[src/rtl/shift_pkg.sv]
// Shared types for the shift_unit slice: shift modes and sequencer states.
package shift_pkg;

    typedef enum logic [1:0] {
        LSR = 2'b00,
        LSL = 2'b01,
        ASR = 2'b10,
        ROR = 2'b11
    } shift_mode_t;

    typedef enum logic [1:0] {
        IDLE  = 2'b00,
        SHIFT = 2'b01,
        DONE  = 2'b10
    } shift_state_t;

endpackage : shift_pkg

[src/rtl/shift_counter.sv]
// Loadable down-counter for the remaining shift count.
// Loads clamp to WIDTH; Zero and Last flags are decoded from the stored count.
module shift_counter #(
    parameter  int WIDTH = 8,
    localparam int CNT_W = $clog2(WIDTH + 1)
) (
    input  logic             Clk,
    input  logic             Reset,
    input  logic             Load_En,
    input  logic [CNT_W-1:0] Load_Val,
    input  logic             Dec_En,
    output logic             Zero,
    output logic             Last
);

    localparam logic [CNT_W-1:0] MAX_CNT = CNT_W'(WIDTH);
    localparam logic [CNT_W-1:0] ONE_CNT = CNT_W'(1);
    localparam logic [CNT_W-1:0] NIL_CNT = CNT_W'(0);

    logic [CNT_W-1:0] count_d;
    logic [CNT_W-1:0] count_q;

    // Next count: load with clamp has priority over decrement; never wraps below zero.
    always_comb begin
        count_d = count_q;
        if (Load_En) begin
            count_d = (Load_Val > MAX_CNT) ? MAX_CNT : Load_Val;
        end else if (Dec_En && (count_q != NIL_CNT)) begin
            count_d = count_q - ONE_CNT;
        end else begin
            count_d = count_q;
        end
    end

    // Count register with synchronous reset.
    always_ff @(posedge Clk) begin
        if (Reset) begin
            count_q <= NIL_CNT;
        end else begin
            count_q <= count_d;
        end
    end

    assign Zero = (count_q == NIL_CNT);
    assign Last = (count_q == ONE_CNT);

endmodule : shift_counter

[src/rtl/shift_unit.sv]
// WIDTH-bit shift register with a multi-cycle shift sequencer and Busy/Done handshake.
// Optional macro SHIFT_UNIT_ROTATE_EN enables rotate-right for mode 2'b11 (else it acts as LSR).
module shift_unit
    import shift_pkg::*;
#(
    parameter  int WIDTH = 8,
    localparam int CNT_W = $clog2(WIDTH + 1)
) (
    input  logic             Clk,
    input  logic             Reset,
    input  logic             Load,
    input  logic [WIDTH-1:0] D,
    input  logic             Start,
    input  shift_mode_t      Mode,
    input  logic [CNT_W-1:0] Amount,
    input  logic             Shift_In,
    output logic [WIDTH-1:0] Data_Out,
    output logic             Shift_Out,
    output logic             Busy,
    output logic             Done
);

    shift_state_t     state_d,     state_q;
    shift_mode_t      mode_d,      mode_q;
    logic [WIDTH-1:0] data_d,      data_q;
    logic             shift_out_d, shift_out_q;
    logic             busy_d,      busy_q;
    logic             done_d,      done_q;

    logic             cnt_load_s;
    logic             cnt_dec_s;
    logic             cnt_zero_s;
    logic             cnt_last_s;
    logic [WIDTH-1:0] shifted_s;
    logic             shifted_bit_s;

    shift_counter #(
        .WIDTH (WIDTH)
    ) u_counter (
        .Clk      (Clk),
        .Reset    (Reset),
        .Load_En  (cnt_load_s),
        .Load_Val (Amount),
        .Dec_En   (cnt_dec_s),
        .Zero     (cnt_zero_s),
        .Last     (cnt_last_s)
    );

    // Single-bit shift result and the bit leaving the register, for the latched mode.
    always_comb begin
        shifted_s     = {Shift_In, data_q[WIDTH-1:1]};
        shifted_bit_s = data_q[0];
        case (mode_q)
            LSR: begin
                shifted_s     = {Shift_In, data_q[WIDTH-1:1]};
                shifted_bit_s = data_q[0];
            end
            LSL: begin
                shifted_s     = {data_q[WIDTH-2:0], Shift_In};
                shifted_bit_s = data_q[WIDTH-1];
            end
            ASR: begin
                shifted_s     = {data_q[WIDTH-1], data_q[WIDTH-1:1]};
                shifted_bit_s = data_q[0];
            end
`ifdef SHIFT_UNIT_ROTATE_EN
            ROR: begin
                shifted_s     = {data_q[0], data_q[WIDTH-1:1]};
                shifted_bit_s = data_q[0];
            end
`else
            ROR: begin
                shifted_s     = {Shift_In, data_q[WIDTH-1:1]};
                shifted_bit_s = data_q[0];
            end
`endif
            default: begin
                shifted_s     = {Shift_In, data_q[WIDTH-1:1]};
                shifted_bit_s = data_q[0];
            end
        endcase
    end

    // Sequencer next-state and register updates; Busy/Done are precomputed for the next cycle.
    always_comb begin
        state_d     = state_q;
        mode_d      = mode_q;
        data_d      = data_q;
        shift_out_d = shift_out_q;
        busy_d      = 1'b0;
        done_d      = 1'b0;
        cnt_load_s  = 1'b0;
        cnt_dec_s   = 1'b0;
        case (state_q)
            IDLE: begin
                if (Load) begin
                    data_d = D;
                end else if (Start) begin
                    mode_d = Mode;
                    if (Amount == {CNT_W{1'b0}}) begin
                        state_d = DONE;
                        done_d  = 1'b1;
                    end else begin
                        state_d    = SHIFT;
                        busy_d     = 1'b1;
                        cnt_load_s = 1'b1;
                    end
                end else begin
                    state_d = IDLE;
                end
            end
            SHIFT: begin
                data_d      = shifted_s;
                shift_out_d = shifted_bit_s;
                cnt_dec_s   = 1'b1;
                // A zero count here can only come from an upset; finish rather than hang.
                if (cnt_last_s || cnt_zero_s) begin
                    state_d = DONE;
                    done_d  = 1'b1;
                end else begin
                    state_d = SHIFT;
                    busy_d  = 1'b1;
                end
            end
            DONE: begin
                state_d = IDLE;
            end
            default: begin
                state_d = IDLE;
            end
        endcase
    end

    // State and datapath registers with synchronous reset.
    always_ff @(posedge Clk) begin
        if (Reset) begin
            state_q     <= IDLE;
            mode_q      <= LSR;
            data_q      <= {WIDTH{1'b0}};
            shift_out_q <= 1'b0;
            busy_q      <= 1'b0;
            done_q      <= 1'b0;
        end else begin
            state_q     <= state_d;
            mode_q      <= mode_d;
            data_q      <= data_d;
            shift_out_q <= shift_out_d;
            busy_q      <= busy_d;
            done_q      <= done_d;
        end
    end

    assign Data_Out  = data_q;
    assign Shift_Out = shift_out_q;
    assign Busy      = busy_q;
    assign Done      = done_q;

endmodule : shift_unit

[config.mk]
export PLATFORM = sky130hd
export DESIGN_NAME = shift_unit
export DESIGN_NICKNAME = d
export VERILOG_FILES = /design/src/rtl/shift_pkg.sv /design/src/rtl/shift_counter.sv /design/src/rtl/shift_unit.sv
export SDC_FILE = /design/constraint.sdc
export NUM_CORES = 1
export LEC_CHECK = 0
export BUFFER_PORTS_ARGS = -buffer_cell sky130_fd_sc_hd__buf_4
export CAP_MARGIN = 15
export CORE_MARGIN = 1.5
export CORE_UTILIZATION = 45
export CTS_BUF_LIST = sky130_fd_sc_hd__clkbuf_8
export DETAILED_ROUTE_END_ITERATION = 6
export PLACE_DENSITY = 0.7
export SLEW_MARGIN = 40
export SYNTH_ARGS = -nofsm -noshare
export SYNTH_HDL_FRONTEND = slang
export SYNTH_SLANG_ARGS = --single-unit
[constraint.sdc]
create_clock -name Clk -period 2.79 [get_ports Clk]
set_input_delay 0.4185 -clock Clk [delete_from_list [all_inputs] [get_ports Clk]]
set_output_delay 0.4185 -clock Clk [all_outputs]
set_load 0.02 [all_outputs]
==> results of run 1 <==
cell families (layout without fill, tap and decap cells):
| logic type | after synthesis | count (layout) |
|---|---|---|
| buf+inv | 12 | 39 |
| mux | 1 | 1 |
| flops | 19 | 19 |
| xor+xnor | 1 | 1 |
| simple gates | 43 | 43 |
| fa+ha+maj | 4 | 4 |
| compound gates | 46 | 46 |
registers in the layout, summed over array words and instances, names as in the netlist:
signal / cells
Data_Out: 8
mode_q: 2
u_counter.count_q: 4
Busy: 1
state_q: 2
Done: 1
Shift_Out: 1
layer usage:
metal | wire length (um) | track usage
met2 | 1310 | 0.354
met1 | 1200 | 0.279
met4 | 17 | 0.0598
met3 | 226 | 0.0714
met5 | 0 | 0
worst max-delay path: cells and delay by family (launching register included):
kind,cells,cell delay (ns)
AO/OA/AOI/OAI,2,0.39
AND/OR/NAND/NOR,1,0.46
flip-flops,1,0.65
buffers and inverters,1,0.27
layout make-up:
class	instances	area, sq um
well taps	28	35.0
clock buffers	3	41.3
multi-input cells	95	683
fillers	205	885
inverters	5	18.8
repair buffers	30	225
clock inverters	1	7.51
flip-flops and latches	19	380
per-stage QoR:
step	util	hold WS, ns	total power, mW
floorplan	-	0.453	0.443
detailed placement	0.590	0.486	0.515
global placement	0.590	0.468	0.509
CTS	0.611	0.405	0.717
finish	0.611	0.408	0.711
global route	0.611	0.426	0.754
cells in the final DEF (no fill, tap or decap), types with 2 or more instances in the layout:
cell	count
o211ai_1	7
a21oi_1	3
a221oi_1	3
dfxtp_1	19
o22ai_1	2
ha_1	4
nand2_1	11
clkbuf_8	3
a32o_1	8
buf_4	30
o21a_1	2
nand2b_1	5
a211oi_1	4
or2_2	7
a21o_1	2
inv_1	5
nor2_1	7
o21ai_0	7
nand3b_1	2
a32oi_1	2
nor4_1	3
path summary, 6_finish.rpt:
check / end / slack (ns)
worst min-delay path: mode_q[1]$_SDFFE_PP0P_ / 0.41
worst min register to register: mode_q[0]$_SDFFE_PP0P_ / 0.49
worst max-delay path: Data_Out[2]$_SDFFE_PP0P_ / 0.89
worst max register to register: Data_Out[2]$_SDFFE_PP0P_ / 0.89
power by group:
part           total, mW  internal (mW)  switching, mW
sequential         0.322          0.294         0.0280
combinational      0.188         0.0918         0.0964
clock              0.200          0.101         0.0992
total              0.711          0.487          0.224
==> parameters.txt, run 1 <==
Parameter                              Value

Outcome
  Status    finished, final reports clean

Synth
  Share of synthesized registers carrying an async set or reset    0
  Most numerous cell in the Yosys netlist    dfxtp_1
  Share of cell area taken by muxes after synthesis    0.00898
  Post-Synthesis Net Count    149
  Largest family of logic cells by synthesized area    compound AO/OA/AOI/OAI gates
  Synth Cell Area    1110 sq um
  Simple-gate area share of the yosys netlist    0.237
  Complex-gate fraction of the synthesized area    0.314
  Top flip-flop cell by instance count after synthesis    dfxtp_1
  Most area-hungry cell type in the Yosys netlist    dfxtp_1
  Synthesis warning total    0
  Average footprint of a synthesized cell    8.85 sq um
  Number of cells produced by synthesis    126
  Proportion of netlist area held by the largest area contributor    0.341
  Number of synthesized register bits    19
  List of most frequent post-synthesis cells    dfxtp_1, nand2_1, a32o_1
  Area share of fa/ha/maj cells after synthesis    0.0449
  Area share of xor/xnor cells in the synthesized design    0.00786
  Post-synthesis sequential area ratio    0.341
  Largest cells by area after synthesis    dfxtp_1, a32o_1, o211ai_1, ha_1, or2_2
  Number of enable flip-flop cells after synthesis    0
  Distinct cell type count after synthesis    38

Final layout
  Area added between synthesis and finish    24.8%
  Finished Layout Cells    181
  Antenna diodes    0
  # nets final    between 150 and 200
  Proportion of layout cells with a drive suffix above 1    0.301
  Finished Cell Area    1390 sq um

Detailed routing
  Total Wirelength    approximately 2.8 mm
  Starting DRT DRC Count    38
  DR DRC count    0
  Via/cell ratio    6.13
  Router iterations before antenna repair    4
  WL/cell    15.3 um
  Remaining number of nets flagged by the antenna check after routing    0
  Vias    1109

Placement
  Placed Cells incl. Taps    177
  Routability congestion estimate from global placement    0.745
  HPWL reported at the end of detailed placement    2.04 mm
  Number of buffers inserted by port buffering    29
  Minimum setup slack after placement    just over 0.9 ns
  Placement Cell Area    1340 sq um

Power and ir drop
  Max IR drop VDD    ~0.40 mV
  Leakage power    0.531 nW
  PwrDens    ~510 nW/um^2

STA
  Tcrit/Tclk final    0.680
  Setup clock skew after layout    0.00725 ns
  Tmin final    1.90 ns
  Total count of max-transition violations in the final report    0
  Worst-margin pin slew    slightly below 0.6 ns
  Peak clock frequency supported by timing    527 MHz
  Count of final hold-check violations    0
  Slack of the critical path    0.893 ns
  Unrepaired setup endpoints after global routing    false
  Post-route setup TNS    0 ns
  Relative slew slack    0.614
  Total setup violations reported at the end of the flow    0

GRT
  Total track usage    0.220
  Number of global-route vias before repair    969
  Total gr overflow    0
  Largest net degree at the start of global routing    18
  Initial antenna violation count    0
  Global-route wire length before repair    4.47 mm

Worst setup path
  CP max stage cell    dfxtp_1
  Element type at the critical path end    flip-flop
  Type of the worst setup path    reg2reg
  Critical path origin    state_q[0]$_SDFFE_PP0P_
  Number of cells on the worst reg-to-reg path    4
  Worst path max stage delay    0.65 ns
  Critical Path Fanout Max    16
  Worst setup SP type    flip-flop
  Beginning of the worst register-to-register path    state_q[0]$_SDFFE_PP0P_
  Arrival time at the worst endpoint    2.05 ns
  Cell breakdown of the critical path    nor2b_1, buf_4, o211ai_1, a32o_1
  Required time of the critical path    just under 3 ns

Clocking
  Post-cts gate resize count    0
  Count of clock tree sinks    19
  Clock tree from TritonCTS    yes
  Post-CTS setup buffer count    0
  Post-CTS Hold Fix Bufs    0
  Max Buffers Root-to-Sink    2
  TritonCTS Buffers    3
  Latest clock arrival within the worst-skew pair    0.27 ns
  Cell at the root of the clock tree    clkbuf_8
  Clock slew seen by the registers of the worst setup and hold paths    0.08 ns
  Number of H-tree levels    1

Die
  Die Footprint    2790 sq um
  Die Wd    52.8 um
  Core Footprint    roughly 2300 sq um
  DIE HEIGHT    52.8 um
  Number of placed I/O pins    30
  Number of standard-cell rows in the floorplan    17
  Initial core utilization    0.490

Hold path
  Hold path startpoint    Mode[1]
  Hold Crit Class    in2reg
  Hold Path Depth    3

Flow run
  Max-capacitance violation count    0
(Power assumes the default switching activity.)
==> run 2: changes to the inputs <==
==> constraint.sdc (replaced) <==
create_clock -name Clk -period 1.98 [get_ports Clk]
set_input_delay 0.297 -clock Clk [delete_from_list [all_inputs] [get_ports Clk]]
set_output_delay 0.297 -clock Clk [all_outputs]
set_load 0.02 [all_outputs]
==> run 2 against run 1 <==
Wire length down 0.65%. Worst setup slack worse by 0.62 ns. Combinational power up 41%. Clock power up 34%. Sequential share of layout area down 0.074 points. Final area up 0.27%. Register-to-register slack worse by 0.62 ns. Critical path depth up 1. Global-route usage down 0.28 points. First-iteration DRC count down 18%. Clock skew down 0.0050 ns. Fmax up 11%. Highest routed layer unchanged.
==> parameters.txt, run 2 (synthesized netlist as in run 1, its figures left out) <==
Parameter                              Value

Clocking
  Post-CTS Hold Fix Bufs    0 (unchanged)
  Post-cts gate resize count    0 (unchanged)
  Cell at the root of the clock tree    clkbuf_8
  Clock tree from TritonCTS    yes
  Post-CTS setup buffer count    0 (unchanged)
  Number of H-tree levels    1 (unchanged)
  Count of clock tree sinks    19 (unchanged)
  Max Buffers Root-to-Sink    2 (unchanged)
  TritonCTS Buffers    3 (unchanged)
  Clock slew seen by the registers of the worst setup and hold paths    0.07 ns (about the same)
  Latest clock arrival within the worst-skew pair    0.25 ns (-0.02 ns)

Final layout
  Antenna diodes    0 (unchanged)
  Area added between synthesis and finish    25.1%
  Proportion of layout cells with a drive suffix above 1    0.299 (-0.00195)
  # nets final    178 (+0.56%)
  Commonest cells after routing, fill and taps aside    buf_4, dfxtp_1, nand2_1
  Final Core Density    0.613 (+0.00165)
  Most common library cell in the layout ignoring fill and taps    buf_4
  Max reg flops    8 (unchanged)

Worst setup path
  CP max stage cell    or3b_1
  Count of buffering cells on the critical path with inverters included    1 (unchanged)
  Type of the worst setup path    reg2reg
  Required time of the critical path    2.15 ns (-0.79 ns)
  Worst setup SP type    flip-flop
  Number of cells on the critical path    5 (+1)
  Number of cells on the worst reg-to-reg path    5 (+1)
  Element type at the critical path end    flip-flop
  Critical path's top delay family    compound AO/OA/AOI/OAI gates
  Worst path max stage delay    0.45 ns (-0.20 ns)
  Arrival time at the worst endpoint    1.87 ns (-0.18 ns)
  Cell breakdown of the critical path    inv_1, ha_1, or3b_1, a32o_1, a211oi_1
  Critical Path Fanout Max    5 (-11)

Power and ir drop
  Overall power of the completed layout    987 uW (+39%)
  PwrDens    708 nW/um^2 (+39%)
  Leakage power    0.542 nW (+2.0%)
  Max IR drop VDD    0.632 mV (+60%)

GRT
  Initial antenna violation count    0 (unchanged)
  Total track usage    0.217 (-0.00285)
  Number of global-route vias before repair    1004 (+3.6%)
  Total gr overflow    0 (unchanged)
  Global-route wire length before repair    4.51 mm (+0.76%)
  Largest net degree at the start of global routing    18 (unchanged)

STA
  Peak clock frequency supported by timing    587 MHz (+11%)
  Relative slew slack    0.579 (-0.0350)
  Worst-margin pin slew    0.626 ns (+0.0468 ns)
  Setup clock skew after layout    0.00227 ns (-0.00498 ns)
  Tcrit/Tclk final    0.861 (+0.181)
  Tmin final    1.70 ns (-0.193 ns)
  Count of final hold-check violations    0 (unchanged)
  Post-route setup TNS    0 ns (unchanged)
  Unrepaired setup endpoints after global routing    false
  Total count of max-transition violations in the final report    0 (unchanged)
  Total setup violations reported at the end of the flow    0 (unchanged)

Outcome
  Status    finished, final reports clean

Die
  Core Footprint    2280 sq um (unchanged)
  Initial core utilization    0.490 (unchanged)
  Die Wd    52.8 um (unchanged)
  Number of placed I/O pins    30 (unchanged)
  DIE HEIGHT    52.8 um (unchanged)
  Die Footprint    2790 sq um (unchanged)
  Number of standard-cell rows in the floorplan    17 (unchanged)

Hold path
  Hold Crit Class    in2reg
  Hold Path Depth    3 (unchanged)

Detailed routing
  Router iterations before antenna repair    5 (+1)
  DR DRC count    0 (unchanged)
  Vias    1096 (-1.2%)
  Via/cell ratio    6.02 (-1.7%)
  Starting DRT DRC Count    31 (-18%)
  Total Wirelength    2.74 mm (-0.65%)
  Remaining number of nets flagged by the antenna check after routing    0 (unchanged)
  WL/cell    15.1 um (-1.2%)

Placement
  Number of buffers inserted by port buffering    29 (unchanged)
  Routability congestion estimate from global placement    0.760 (+1.9%)
  HPWL reported at the end of detailed placement    2.01 mm (-1.4%)

Flow run
  Max-capacitance violation count    0 (unchanged)
[run 2: changes by cell type in the layout (fill, tap and decap cells not counted)]
| cell | previous run | this run |
|---|---|---|
| clkinvlp_4 | 1 | 0 |
| buf_4 | 30 | 31 |
| inv_1 | 5 | 6 |
[run 2: worst paths after layout]
| check | start | to | slack [ns] |
|---|---|---|---|
| worst min-delay path | Mode[1] | mode_q[1]$_SDFFE_PP0P_ | 0.29 |
| worst max-delay path | u_counter.count_q[0]$_SDFFE_PP0P_ | u_counter.count_q[1]$_SDFFE_PP0P_ | 0.28 |
| worst min register to register | mode_q[1]$_SDFFE_PP0P_ | mode_q[1]$_SDFFE_PP0P_ | 0.49 |
| worst max register to register | u_counter.count_q[0]$_SDFFE_PP0P_ | u_counter.count_q[1]$_SDFFE_PP0P_ | 0.28 |
[run 2: through the flow]
| step | hold WS [ns] | std cells | worst slack, ns | cell area, sq um |
|---|---|---|---|---|
| 5_1_grt | 0.303 | 182 | 0.164 | 1400 |
| 6_report | 0.294 | 182 | 0.276 | 1400 |
| 3_3_place_gp | 0.472 | 178 | 0.389 | 1350 |
| 3_5_place_dp | 0.480 | 178 | 0.287 | 1350 |
| 4_1_cts | 0.292 | 182 | 0.292 | 1400 |
| 2_1_floorplan | 0.433 | 126 | 0.421 | 1110 |
[run 2: tightest hold or removal path, cell delays in order]
cell     delay, ns
buf_4         0.11
nand2_1       0.05
a21oi_1       0.05
[run 2: per-layer routing]
layer,wire length (um),share of wire,vias to the layer above,global-route usage
met4,21,0.0077,0,0.0598
met3,189,0.069,2,0.0429
met1,1290,0.47,509,0.302
met2,1250,0.45,45,0.338
met5,0,0,-,0
li1,-,-,540,-
[run 2: where the power goes]
part | internal (mW) | total [mW] | switching (mW)
combinational | 0.131 | 0.265 | 0.134
sequential | 0.415 | 0.455 | 0.0397
clock | 0.138 | 0.268 | 0.130
total | 0.684 | 0.987 | 0.304
[run 2: area by class of cell]
class | count | area (sq um)
clock buffer | 3 | 41.3
timing repair buffer | 31 | 233
fill | 212 | 881
sequential | 19 | 380
clock inverter | 1 | 3.75
tap | 28 | 35.0
inverter | 5 | 18.8
multi-input combinational | 95 | 683
